===== src/rtl/alu_cmp.sv =====
// Compare/branch-condition unit: one pipeline stage (S1) feeding an in-order result FIFO.
// Optional feature macro ALU_CMP_BYPASS_EN: write straight into an idle FIFO (1-cycle latency).
module alu_cmp #(
    parameter int unsigned XLEN       = 32,
    parameter int unsigned REG_ADDR_W = 5,
    parameter int unsigned DEPTH      = 4
) (
    input  logic                  clk,
    input  logic                  rst,
    input  logic                  i_valid,
    input  logic [XLEN-1:0]       arg0,
    input  logic [XLEN-1:0]       arg1,
    input  logic [3:0]            cmd,
    input  logic [REG_ADDR_W-1:0] i_rd,
    output logic                  busy,
    output logic                  i_error,
    output logic [XLEN-1:0]       res,
    output logic [REG_ADDR_W-1:0] o_rd,
    output logic                  o_error,
    output logic                  valid,
    output logic                  req,
    input  logic                  clear,
    input  logic                  flush
);

    localparam int unsigned PtrW = $clog2(DEPTH);
    localparam int unsigned CntW = PtrW + 1;
    localparam int unsigned OccW = CntW + 1;

    typedef enum logic [3:0] {
        CmdSlt  = 4'd0,
        CmdSltu = 4'd1,
        CmdBeq  = 4'd2,
        CmdBne  = 4'd3,
        CmdBlt  = 4'd4,
        CmdBge  = 4'd5,
        CmdBltu = 4'd6,
        CmdBgeu = 4'd7
    } cmd_e;

    // Comparison datapath
    logic            lt_s;
    logic            lt_u;
    logic            eq;
    logic            cmp_bit;
    logic            cmd_ill;
    logic [XLEN-1:0] new_res;

    assign lt_s = $signed(arg0) < $signed(arg1);
    assign lt_u = arg0 < arg1;
    assign eq   = arg0 == arg1;

    always_comb begin
        cmp_bit = 1'b0;
        cmd_ill = 1'b0;
        case (cmd)
            CmdSlt:  cmp_bit = lt_s;
            CmdSltu: cmp_bit = lt_u;
            CmdBeq:  cmp_bit = eq;
            CmdBne:  cmp_bit = ~eq;
            CmdBlt:  cmp_bit = lt_s;
            CmdBge:  cmp_bit = ~lt_s;
            CmdBltu: cmp_bit = lt_u;
            CmdBgeu: cmp_bit = ~lt_u;
            default: cmd_ill = 1'b1;
        endcase
    end

    assign new_res = {{(XLEN-1){1'b0}}, cmp_bit};

    // Stage S1 and FIFO state
    logic                  s1_v_q, s1_v_d;
    logic [XLEN-1:0]       s1_res_q, s1_res_d;
    logic [REG_ADDR_W-1:0] s1_rd_q, s1_rd_d;
    logic                  s1_err_q, s1_err_d;
    logic                  i_error_q, i_error_d;

    logic [PtrW-1:0]       wr_ptr_q, wr_ptr_d;
    logic [PtrW-1:0]       rd_ptr_q, rd_ptr_d;
    logic [CntW-1:0]       count_q, count_d;

    logic [XLEN-1:0]       mem_res_q [DEPTH];
    logic [REG_ADDR_W-1:0] mem_rd_q  [DEPTH];
    logic                  mem_err_q [DEPTH];

    logic                  accept;
    logic                  bypass;
    logic                  push;
    logic                  pop;
    logic [XLEN-1:0]       push_res;
    logic [REG_ADDR_W-1:0] push_rd;
    logic                  push_err;
    logic [OccW-1:0]       occ;

    // S1 must count toward occupancy so its result always has a FIFO slot next edge
    assign occ   = {1'b0, count_q} + OccW'(s1_v_q);
    assign busy  = occ >= OccW'(DEPTH);
    assign valid = count_q != '0;
    assign req   = count_q >= CntW'(DEPTH / 2);

    assign accept = i_valid & ~busy & ~flush;

`ifdef ALU_CMP_BYPASS_EN
    assign bypass = accept & (count_q == '0) & ~s1_v_q;
`else
    assign bypass = 1'b0;
`endif

    assign push = s1_v_q | bypass;
    assign pop  = clear & valid;

    always_comb begin
        push_res = s1_res_q;
        push_rd  = s1_rd_q;
        push_err = s1_err_q;
        if (bypass) begin
            push_res = cmd_ill ? '0 : new_res;
            push_rd  = i_rd;
            push_err = cmd_ill;
        end
    end

    always_comb begin
        s1_v_d    = accept & ~bypass;
        s1_res_d  = s1_res_q;
        s1_rd_d   = s1_rd_q;
        s1_err_d  = s1_err_q;
        i_error_d = accept & cmd_ill;
        if (accept) begin
            s1_res_d = cmd_ill ? '0 : new_res;
            s1_rd_d  = i_rd;
            s1_err_d = cmd_ill;
        end

        wr_ptr_d = wr_ptr_q;
        rd_ptr_d = rd_ptr_q;
        count_d  = count_q;
        if (push) begin
            wr_ptr_d = wr_ptr_q + PtrW'(1);
        end
        if (pop) begin
            rd_ptr_d = rd_ptr_q + PtrW'(1);
        end
        if (push && !pop) begin
            count_d = count_q + CntW'(1);
        end else if (pop && !push) begin
            count_d = count_q - CntW'(1);
        end
    end

    always_ff @(posedge clk) begin
        if (rst) begin
            s1_v_q    <= 1'b0;
            s1_res_q  <= '0;
            s1_rd_q   <= '0;
            s1_err_q  <= 1'b0;
            i_error_q <= 1'b0;
            wr_ptr_q  <= '0;
            rd_ptr_q  <= '0;
            count_q   <= '0;
        end else if (flush) begin
            s1_v_q    <= 1'b0;
            i_error_q <= 1'b0;
            wr_ptr_q  <= '0;
            rd_ptr_q  <= '0;
            count_q   <= '0;
        end else begin
            s1_v_q    <= s1_v_d;
            s1_res_q  <= s1_res_d;
            s1_rd_q   <= s1_rd_d;
            s1_err_q  <= s1_err_d;
            i_error_q <= i_error_d;
            wr_ptr_q  <= wr_ptr_d;
            rd_ptr_q  <= rd_ptr_d;
            count_q   <= count_d;
        end
    end

    // Storage needs no reset: every output read is gated by valid
    always_ff @(posedge clk) begin
        if (!rst && !flush && push) begin
            mem_res_q[wr_ptr_q] <= push_res;
            mem_rd_q[wr_ptr_q]  <= push_rd;
            mem_err_q[wr_ptr_q] <= push_err;
        end
    end

    assign i_error = i_error_q;
    assign res     = valid ? mem_res_q[rd_ptr_q] : '0;
    assign o_rd    = valid ? mem_rd_q[rd_ptr_q]  : '0;
    assign o_error = valid & mem_err_q[rd_ptr_q];

endmodule


===== config.mk =====
export PLATFORM = sky130hd
export DESIGN_NAME = alu_cmp
export DESIGN_NICKNAME = d
export VERILOG_FILES = /design/src/rtl/alu_cmp.sv
export SDC_FILE = /design/constraint.sdc
export NUM_CORES = 1
export LEC_CHECK = 0
export CAP_MARGIN = 20
export CELL_PAD_IN_SITES_DETAIL_PLACEMENT = 1
export CELL_PAD_IN_SITES_GLOBAL_PLACEMENT = 1
export CORE_MARGIN = 5
export CORE_UTILIZATION = 35
export DETAILED_ROUTE_END_ITERATION = 10
export MAX_ROUTING_LAYER = met4
export PLACE_DENSITY = 0.89
export SYNTH_ARGS = -nofsm -noshare
export SYNTH_HDL_FRONTEND = slang
export SYNTH_SLANG_ARGS = --single-unit

===== constraint.sdc =====
create_clock -name clk -period 4.1 [get_ports clk]
set_input_delay 0.82 -clock clk [delete_from_list [all_inputs] [get_ports clk]]
set_output_delay 0.82 -clock clk [all_outputs]
set_load 0.02 [all_outputs]

-- Yosys cells after proc, flatten, opt, wreduce, memory -nomap -nowiden
Memories as Yosys holds them, arrays and structs flattened. A register that Yosys moved wholly into a read port is not among the register bits.
Index checks and enable logic that the tools add are counted.
- register bits after elaboration: 47
- bits in latches: 0
- memory bits (writable): 152
- bits in read-only memories: 0
- input port bits: 78
- output and inout bits: 42
- word-level logic and storage cells: 69
- memories kept: 3
- $add $sub $neg: 5
- $mul: 0
- divide/modulo/power cells: 0
- magnitude comparators: 4
- equal/unequal tests: 8
- shift operators: 0
- muxes and demuxes: 15
- bitwise operators: 10
- reductions and logical operators: 16
- memory list (name ; words ; width ; rd ports ; clocked after Yosys merged registers in ; wr ports ; line ; text):
    mem_res_q ; 4 ; 32 ; 1 ; 1 ; 1 ; 82 ; logic [XLEN-1:0] mem_res_q [DEPTH];
    mem_rd_q ; 4 ; 5 ; 1 ; 1 ; 1 ; 83 ; logic [REG_ADDR_W-1:0] mem_rd_q [DEPTH];
    mem_err_q ; 4 ; 1 ; 1 ; 1 ; 1 ; 84 ; logic mem_err_q [DEPTH];
- operator list (operator ; number):
    < comparator 32 bit ; 2
    == test 32 bit ; 1
    two-way mux 32 bit ; 1
    == test 4 x 3 -> 1 bit, second input constant ; 4
    two-way mux 2 bit ; 6
    == test 4 x 2 -> 1 bit, second input constant ; 2
    OR reduction 8 bit ; 1
    two-way mux 3 bit ; 2
    case mux 1 bit (6 select lines) ; 1
    OR reduction 2 bit ; 3
    AND 1 bit ; 5
    two-way mux 5 bit ; 1
    NOT 1 bit ; 5
    adder 2 x 1 -> 2 bit, second input constant ; 2
    adder 3 x 1 -> 4 bit ; 1
    == test 4 x 1 -> 1 bit, second input constant ; 1
    >= comparator 4 x 3 -> 1 bit, second input constant ; 1
    logical AND 1 bit ; 4
    zero test 1 bit ; 4
    zero test 4 bit ; 1
    two-way mux 1 bit ; 4
    adder 3 x 1 -> 3 bit, second input constant ; 1
    >= comparator 3 x 2 -> 1 bit, second input constant ; 1
    nonzero test 3 bit ; 1
    other kinds (3) ; 3

-- Depth between registers and ports, before layout
Gate-level depths: netlist (run 1).
- depth in word-level cells: 6
- depth in mapped cells: 9
- mapped depth without buffers: 9

-- Worst setup path after synthesis (run 1)
Ideal clock, no wire load.
- kind: input-to-reg
- start point: input arg1[31]
- end point: register s1_res_q[0], in the netlist push_res[0]
- setup time: 127 ps
- data arrival time: 2348 ps
- data required time: 3973 ps
- slack: 1625 ps
- stages on the path: 9
- buffers on the path: 0
- cell sequence: inv_1 -> ha_1 -> nand4_2 -> nor2_2 -> a221oi_2 -> o211ai_1 -> a211o_2 -> a21boi_2 -> o41ai_2
- longest elaborated chain between the ends: 4
- elaborated cells between the ends (all ways): 8
- those cells by class: order compare: 2; eq/ne: 1; mux: 2; bitwise: 3
- RTL lines (item ; line ; text):
    start, declared ; 12 ; input logic [XLEN-1:0] arg1,
    < comparator 32 bit, or another cell as far along ; 50 ; assign lt_u = arg0 < arg1;
    NOT 1 bit (on tied branches) ; 64, 60, 62 ;
    case mux 1 bit (6 select lines) (*) ; 56 ; case (cmd)
    two-way mux 1 bit (*) ; 130 ; s1_res_d = cmd_ill ? '0 : new_res;
    end signal, assigned ; 169 ; s1_res_q <= s1_res_d;
    end, declared ; 73 ; logic [XLEN-1:0] s1_res_q, s1_res_d;
Every way passes the cells marked *; elsewhere a longest branch is shown, timed or not.
A chain may end at the register's enable or synchronous reset.

==> results of run 1 <==
-- per-stage QoR --
step           instances  setup slack [ns]  utilization [%]  power (mW)
6_report             477              1.05             47.8        1.04
5_1_grt              477             0.927             47.8        1.09
4_1_cts              477             0.995             47.8        1.04
3_5_place_dp         469             0.947             46.7       0.768
3_3_place_gp         469              1.06             46.7       0.755
2_1_floorplan        313              1.63                -       0.671
-- sequential cells by signal, indices dropped and copies added, names as in the netlist, 2 cells and up, named ones only --
| signal | cells |
|---|---|
| mem_res_q | 4 |
| push_rd | 5 |
| rd_ptr_q | 2 |
| mem_err_q | 4 |
| mem_rd_q | 20 |
| count_q | 3 |
| wr_ptr_q | 2 |
-- worst min path at each step --
stage               startpoint        endpoint
floorplan             push_err    mem_err_q[0]
global placement    push_rd[3]  mem_rd_q[3][3]
detailed placement  push_rd[3]  mem_rd_q[2][3]
CTS                 push_rd[3]  mem_rd_q[2][3]
global route        push_rd[0]  mem_rd_q[2][0]
finish              push_rd[3]  mem_rd_q[2][3]
-- critical path, delay by kind of cell, from the launching register on --
| family | cells | cell delay [ns] |
|---|---|---|
| AND/OR/NAND/NOR | 1 | 0.18 |
| buffers and inverters | 1 | 0.54 |
| flip-flops | 1 | 0.64 |
| multiplexers | 1 | 0.57 |
-- power breakdown --
| group | switching, mW | internal [mW] |
|---|---|---|
| Combinational | 0.120 | 0.130 |
| Clock | 0.143 | 0.136 |
| Sequential | 0.00947 | 0.496 |
-- cell families (layout without fill, tap and decap cells) --
group                    after synthesis  after routing  share of synthesized area (%)
XOR/XNOR                               6              6                           1.74
AO/OA/AOI/OAI                         33             33                           7.59
other                                  1             31                          0.124
multiplexers                          17             17                           8.54
buffers and inverters                 75            134                           13.6
adder cells (fa/ha/maj)               38             38                           16.0
AND/OR/NAND/NOR                       67             67                           12.6
flip-flops                            46             46                           39.8
-- cell type report --
type / instances / area (um2) / share of cell area (%)
clock buffers: 7 / 86.3 / 2.18
clock inverters: 1 / 5.00 / 0.126
well taps: 105 / 131 / 3.31
flip-flops and latches: 46 / 1200 / 30.3
multi-input cells: 192 / 1520 / 38.3
inverters: 38 / 143 / 3.60
repair buffers: 88 / 881 / 22.2
-- routing by layer --
layer / global-route usage (%) / part of all wire [%] / up-vias
met2: 25.9 / 53 / 70
met4: 3.78 / 1.4 / 0
met3: 3.18 / 6.0 / 8
li1: - / - / 1103
met1: 15.1 / 39 / 1054
met5: - / 0 / -
-- cells in the final DEF, fill, tap and decap left out, types with 2 or more instances in the layout --
cell / netlist / routed
sky130_fd_sc_hd__mux4_2: 7 / 7
sky130_fd_sc_hd__nand3_1: 4 / 4
sky130_fd_sc_hd__and3_2: 4 / 4
sky130_fd_sc_hd__o21ai_0: 5 / 5
sky130_fd_sc_hd__a21o_1: 2 / 2
sky130_fd_sc_hd__nand2_1: 9 / 9
sky130_fd_sc_hd__nand4_1: 7 / 7
sky130_fd_sc_hd__xor2_1: 4 / 4
sky130_fd_sc_hd__xnor2_1: 2 / 2
sky130_fd_sc_hd__conb_1: 1 / 31
sky130_fd_sc_hd__or2_2: 2 / 2
sky130_fd_sc_hd__nor2_1: 19 / 19
sky130_fd_sc_hd__clkbuf_8: 0 / 6
sky130_fd_sc_hd__clkdlybuf4s50_1: 0 / 88
sky130_fd_sc_hd__edfxtp_1: 28 / 28
sky130_fd_sc_hd__mux2i_1: 10 / 10
sky130_fd_sc_hd__or3_1: 3 / 3
sky130_fd_sc_hd__nand3b_1: 2 / 2
sky130_fd_sc_hd__and2_1: 9 / 9
sky130_fd_sc_hd__a21oi_1: 14 / 14
sky130_fd_sc_hd__dfxtp_1: 18 / 18
sky130_fd_sc_hd__inv_1: 38 / 38
sky130_fd_sc_hd__ha_1: 37 / 37
sky130_fd_sc_hd__o211ai_1: 3 / 3
==> flow_metrics.tcl, run 1 <==
set metrics [dict create \
    i_o_pin_cnt 120 \
    syn-instance-count 283 \
    synth_edf_count 28 \
    drtPass1Iterations 4 \
    antenna_left 0 \
    placed_cell_area_um2 3870 \
    cts_max_path_bufs 2 \
    average_wire_length_per_cell_after_detail_routing_um 14.9 \
    drv_cap 0 \
    place_congestion 0.759 \
    cts_tree "done" \
    number_of_distinct_library_cells_after_synthesis 44 \
    fin_worst_skew_ns 0.00638 \
    post_synth_main_area_contributors "sky130_fd_sc_hd__edfxtp_1 (28%), sky130_fd_sc_hd__ha_1 (15%), sky130_fd_sc_hd__dfxtp_1 (12%), sky130_fd_sc_hd__buf_4 (8.0%), sky130_fd_sc_hd__mux4_2 (5.2%)" \
    leakage_nw 1.75 \
    fill_count 918 \
    hpwl_um 6050 \
    fin_area_um2 3970 \
    synth_async_sr_flop_share_pct 0 \
    n_antenna_cell 0 \
    design.die.area_um2 10600 \
    ff2ff_setup_slack_ns 1.71 \
    top_post_synthesis_cells_by_count "sky130_fd_sc_hd__inv_1 (38), sky130_fd_sc_hd__ha_1 (37), sky130_fd_sc_hd__buf_4 (32)" \
    cts_max_level 2 \
    synth_top_cell_by_area "sky130_fd_sc_hd__edfxtp_1" \
    number_of_global_route_vias_before_repair 2438 \
    via_count 2235 \
    startpoint_type_of_the_worst_setup_path "register" \
    synth_seq_cells 46 \
    synth_ff_type "sky130_fd_sc_hd__edfxtp_1" \
    crit_path_end_kind "output port" \
    clock_latency_ns 0.30 \
    finalMaxSlewViolations 0 \
    synth.most_common_cell "sky130_fd_sc_hd__inv_1" \
    reg2reg_depth 8 \
    final_layout_size_suffix_gt1_share_pct 7.53 \
    grt_antenna_before_repair 0 \
    crit_type "register to output port" \
    setup_tns_ns 0 \
    number_of_i_o_port_buffers 88 \
    cp_data_required_time_ns 3.28 \
    timing.final.crit_period_ns 3.05 \
    worst_r2r_startpoint "count_q[0]" \
    timing.hold.worst.class "register to register" \
    worst_ep_arrival_time_ns 2.23 \
    synth.yosys.seq_area_share_pct 39.8 \
    detail_route.iter0.violations 65 \
    worstPathMaxFanout 7 \
    grt_max_degree 14 \
    power_density_nw_per_um2 261 \
    timing.critical_path.cells "mux4_2, and2_1, clkdlybuf4s50_1" \
    numCtsBuffers 5 \
    postSynthAreaPerCell_um2 10.7 \
    timing.final.hold_violations 0 \
    holdBufCountCts 0 \
    worst_hold_path.num_cells 0 \
    coreArea_um2 8300 \
    critical_path_cell_with_the_highest_stage_delay "sky130_fd_sc_hd__dfxtp_1" \
    finish.net_count 487 \
    syn_area_um2 3020 \
    cts.clk_slew.worst_paths_ns 0.08 \
    vdd.ir_drop.worst_mv 0.113 \
    timing.slew.headroom_pct 66.0 \
    clkSinkCount 46 \
    status "complete, no violations" \
    tightestPinTransition_ns 0.509 \
    post_drt_via_cell_ratio 4.69 \
    die_w_um 103 \
    postCtsResizedCells 0 \
    crit_end "res[0]" \
    grt_first_pass_wirelength_um 11300 \
    post_cts.repair.setup_buffers 0 \
    yosysWarningCount 0 \
    floorplan.rows 33 \
    hold-worst-slack_ns 0.512 \
    die-height_um 103 \
    netlist.area_leader.share_pct 27.9 \
    rsz_0062_raised_after_global_routing "false" \
    grt-ovfl-total 0 \
    final-setup-viol-count 0 \
    timing.fmax_mhz 328 \
    layout_worst_path_cycle_share_pct 74.3 \
    slowest_delay_ns 0.64 \
    totalWireLength_um 7090 \
    clk_root_buffer_cell "sky130_fd_sc_hd__clkbuf_8" \
    track_usage_pct 14.1 \
    floorplan.initialDensity_pct 36.3 \
    reg2reg_to "count_q[2]" \
    remaining_drc_errors 0 \
    area_growth_from_synthesis_to_final_layout_pct 31.5 \
]
No activity file was read; power rests on OpenSTA's default activity.
==> run 2, diff against run 1 <==
- CORE_UTILIZATION: 35 -> 33
- PLACE_DENSITY: 0.89 -> 0.85
- clock period: 4.1 -> 2.9 ns (I/O delays scaled with it)
==> run 2 against run 1 <==
Effect of this change:
- clock power grew 38%
- cell count grew 1.3%
- global-route usage shrank 0.91 points
- clock skew grew 0.0030 ns
- core utilization shrank 2.4 points
- first-iteration DRC count shrank 48%
- combinational power grew 44%
- worst setup slack lost 0.77 ns
- total power grew 41%
- critical path type unchanged
- highest routed layer unchanged
- routed wire length shrank 0.11%
==> flow_metrics.tcl, run 2 (synthesis results as in run 1) <==
set metrics [dict create \
    floorplan.rows 34 \
    grt-ovfl-total 0 \
    leakage_nw 1.76 \
    worst_r2r_startpoint "count_q[0]" \
    top_register "mem_rd_q" \
    post_drt_via_cell_ratio 4.53 \
    remaining_drc_errors 0 \
    track_usage_pct 13.2 \
    place_congestion 0.729 \
    design.die.area_um2 11200 \
    setup_ws_ns 0.281 \
    final_cell_mix "sky130_fd_sc_hd__clkdlybuf4s50_1 (88), sky130_fd_sc_hd__inv_1 (38), sky130_fd_sc_hd__ha_1 (37)" \
    detail_route.iter0.violations 34 \
    setup_tns_ns 0 \
    commonest_non_fill_non_tap_cell_in_the_layout "sky130_fd_sc_hd__clkdlybuf4s50_1" \
    layout_worst_path_cycle_share_pct 90.3 \
    crit_path_end_kind "output port" \
    rsz_0062_raised_after_global_routing "false" \
    cts.clk_slew.worst_paths_ns 0.08 \
    via_count 2189 \
    coreArea_um2 8810 \
    finish.net_count 490 \
    number_of_global_route_vias_before_repair 2441 \
    timing.fmax_mhz 382 \
    antenna_left 0 \
    startpoint_type_of_the_worst_setup_path "register" \
    cts_max_path_bufs 2 \
    fin_worst_skew_ns 0.00939 \
    final-setup-viol-count 0 \
    hpwl_um 6140 \
    drv_cap 0 \
    vdd.ir_drop.worst_mv 0.201 \
    power_density_nw_per_um2 365 \
    number_of_i_o_port_buffers 88 \
    timing.hold.worst.class "register to register" \
    finalMaxSlewViolations 0 \
    area_growth_from_synthesis_to_final_layout_pct 32.4 \
    status "complete, no violations" \
    clock_latency_ns 0.29 \
    cts_tree "done" \
    drtPass1Iterations 4 \
    clk_root_buffer_cell "sky130_fd_sc_hd__clkbuf_8" \
    final_layout_size_suffix_gt1_share_pct 8.53 \
    cts_max_level 2 \
    max_reg_flops 20 \
    timing.final.crit_period_ns 2.62 \
    worstPathMaxFanout 7 \
    die-height_um 106 \
    i_o_pin_cnt 120 \
    grt_antenna_before_repair 0 \
    crit_type "register to output port" \
    grt_max_degree 14 \
    n_antenna_cell 0 \
    average_wire_length_per_cell_after_detail_routing_um 14.7 \
    clkSinkCount 46 \
    cp_data_required_time_ns 2.32 \
    floorplan.initialDensity_pct 34.3 \
    worst_ep_arrival_time_ns 2.04 \
    die_w_um 106 \
    numCtsBuffers 5 \
    hp-start "push_err" \
    place_ws_ns 0.0344 \
    grt_first_pass_wirelength_um 11500 \
    totalWireLength_um 7090 \
    timing.final.hold_violations 0 \
]
==> run 2: cell count changes in the layout (fill, tap and decap cells not counted), sizes merged <==
cell and change:
buf +3
==> run 2: report_power, final <==
group / leakage [nW] / internal [mW] / switching [mW]
Clock: 0.0482 / 0.192 / 0.194
Combinational: 1.29 / 0.187 / 0.172
Sequential: 0.421 / 0.702 / 0.0128
Total: 1.76 / 1.08 / 0.379
==> run 2: what timing repair did <==
| action | in CTS | in global routing |
|---|---|---|
| setup endpoints to repair | 0 | 5 |
| buffers inserted | 0 | 0 |
| hold buffers | 0 | 0 |
| resized for setup | 0 | 1 |
==> run 2: routing by layer <==
| layer | track usage (%) | up-vias | share of wire [%] |
|---|---|---|---|
| met5 | - | - | 0 |
| met4 | 3.05 | 0 | 0.95 |
| met3 | 2.38 | 6 | 4.6 |
| met2 | 25.0 | 65 | 54 |
| met1 | 14.1 | 1012 | 40 |
| li1 | - | 1106 | - |
==> run 2: layout make-up <==
cell class / instances / area [um2]
repair buffers: 91 / 903
inverters: 38 / 143
well taps: 108 / 135
clock inverters: 1 / 5.00
clock buffers: 7 / 86.3
fillers: 986 / 4810
multi-input cells: 192 / 1520
flip-flops and latches: 46 / 1200
==> run 2: metrics by stage <==
step / hold WS, ns / power (mW) / std cells / area, um2 / util, %
floorplan: 0.460 / 0.949 / 313 / 3130 / -
global placement: 0.475 / 1.07 / 475 / 3900 / 44.3
detailed placement: 0.495 / 1.09 / 475 / 3900 / 44.3
CTS: 0.509 / 1.48 / 483 / 3990 / 45.3
global route: 0.518 / 1.54 / 483 / 3990 / 45.4
finish: 0.512 / 1.46 / 483 / 3990 / 45.4
==> run 2: path summary, 6_finish.rpt <==
path | slack, ns | cells past startpoint | endpoint
setup reg to reg | 0.47 | 8 | count_q[2]
setup / recovery | 0.28 | 3 | o_rd[1]
hold reg to reg | 0.51 | 0 | mem_err_q[3]
hold / removal | 0.51 | 0 | mem_err_q[3]
==> run 2: critical path, cell delays in order, from the launching register on <==
cell and delay, ns:
sky130_fd_sc_hd__dfxtp_2 0.49, sky130_fd_sc_hd__mux4_2 0.55, sky130_fd_sc_hd__and2_1 0.17, sky130_fd_sc_hd__clkdlybuf4s50_1 0.53
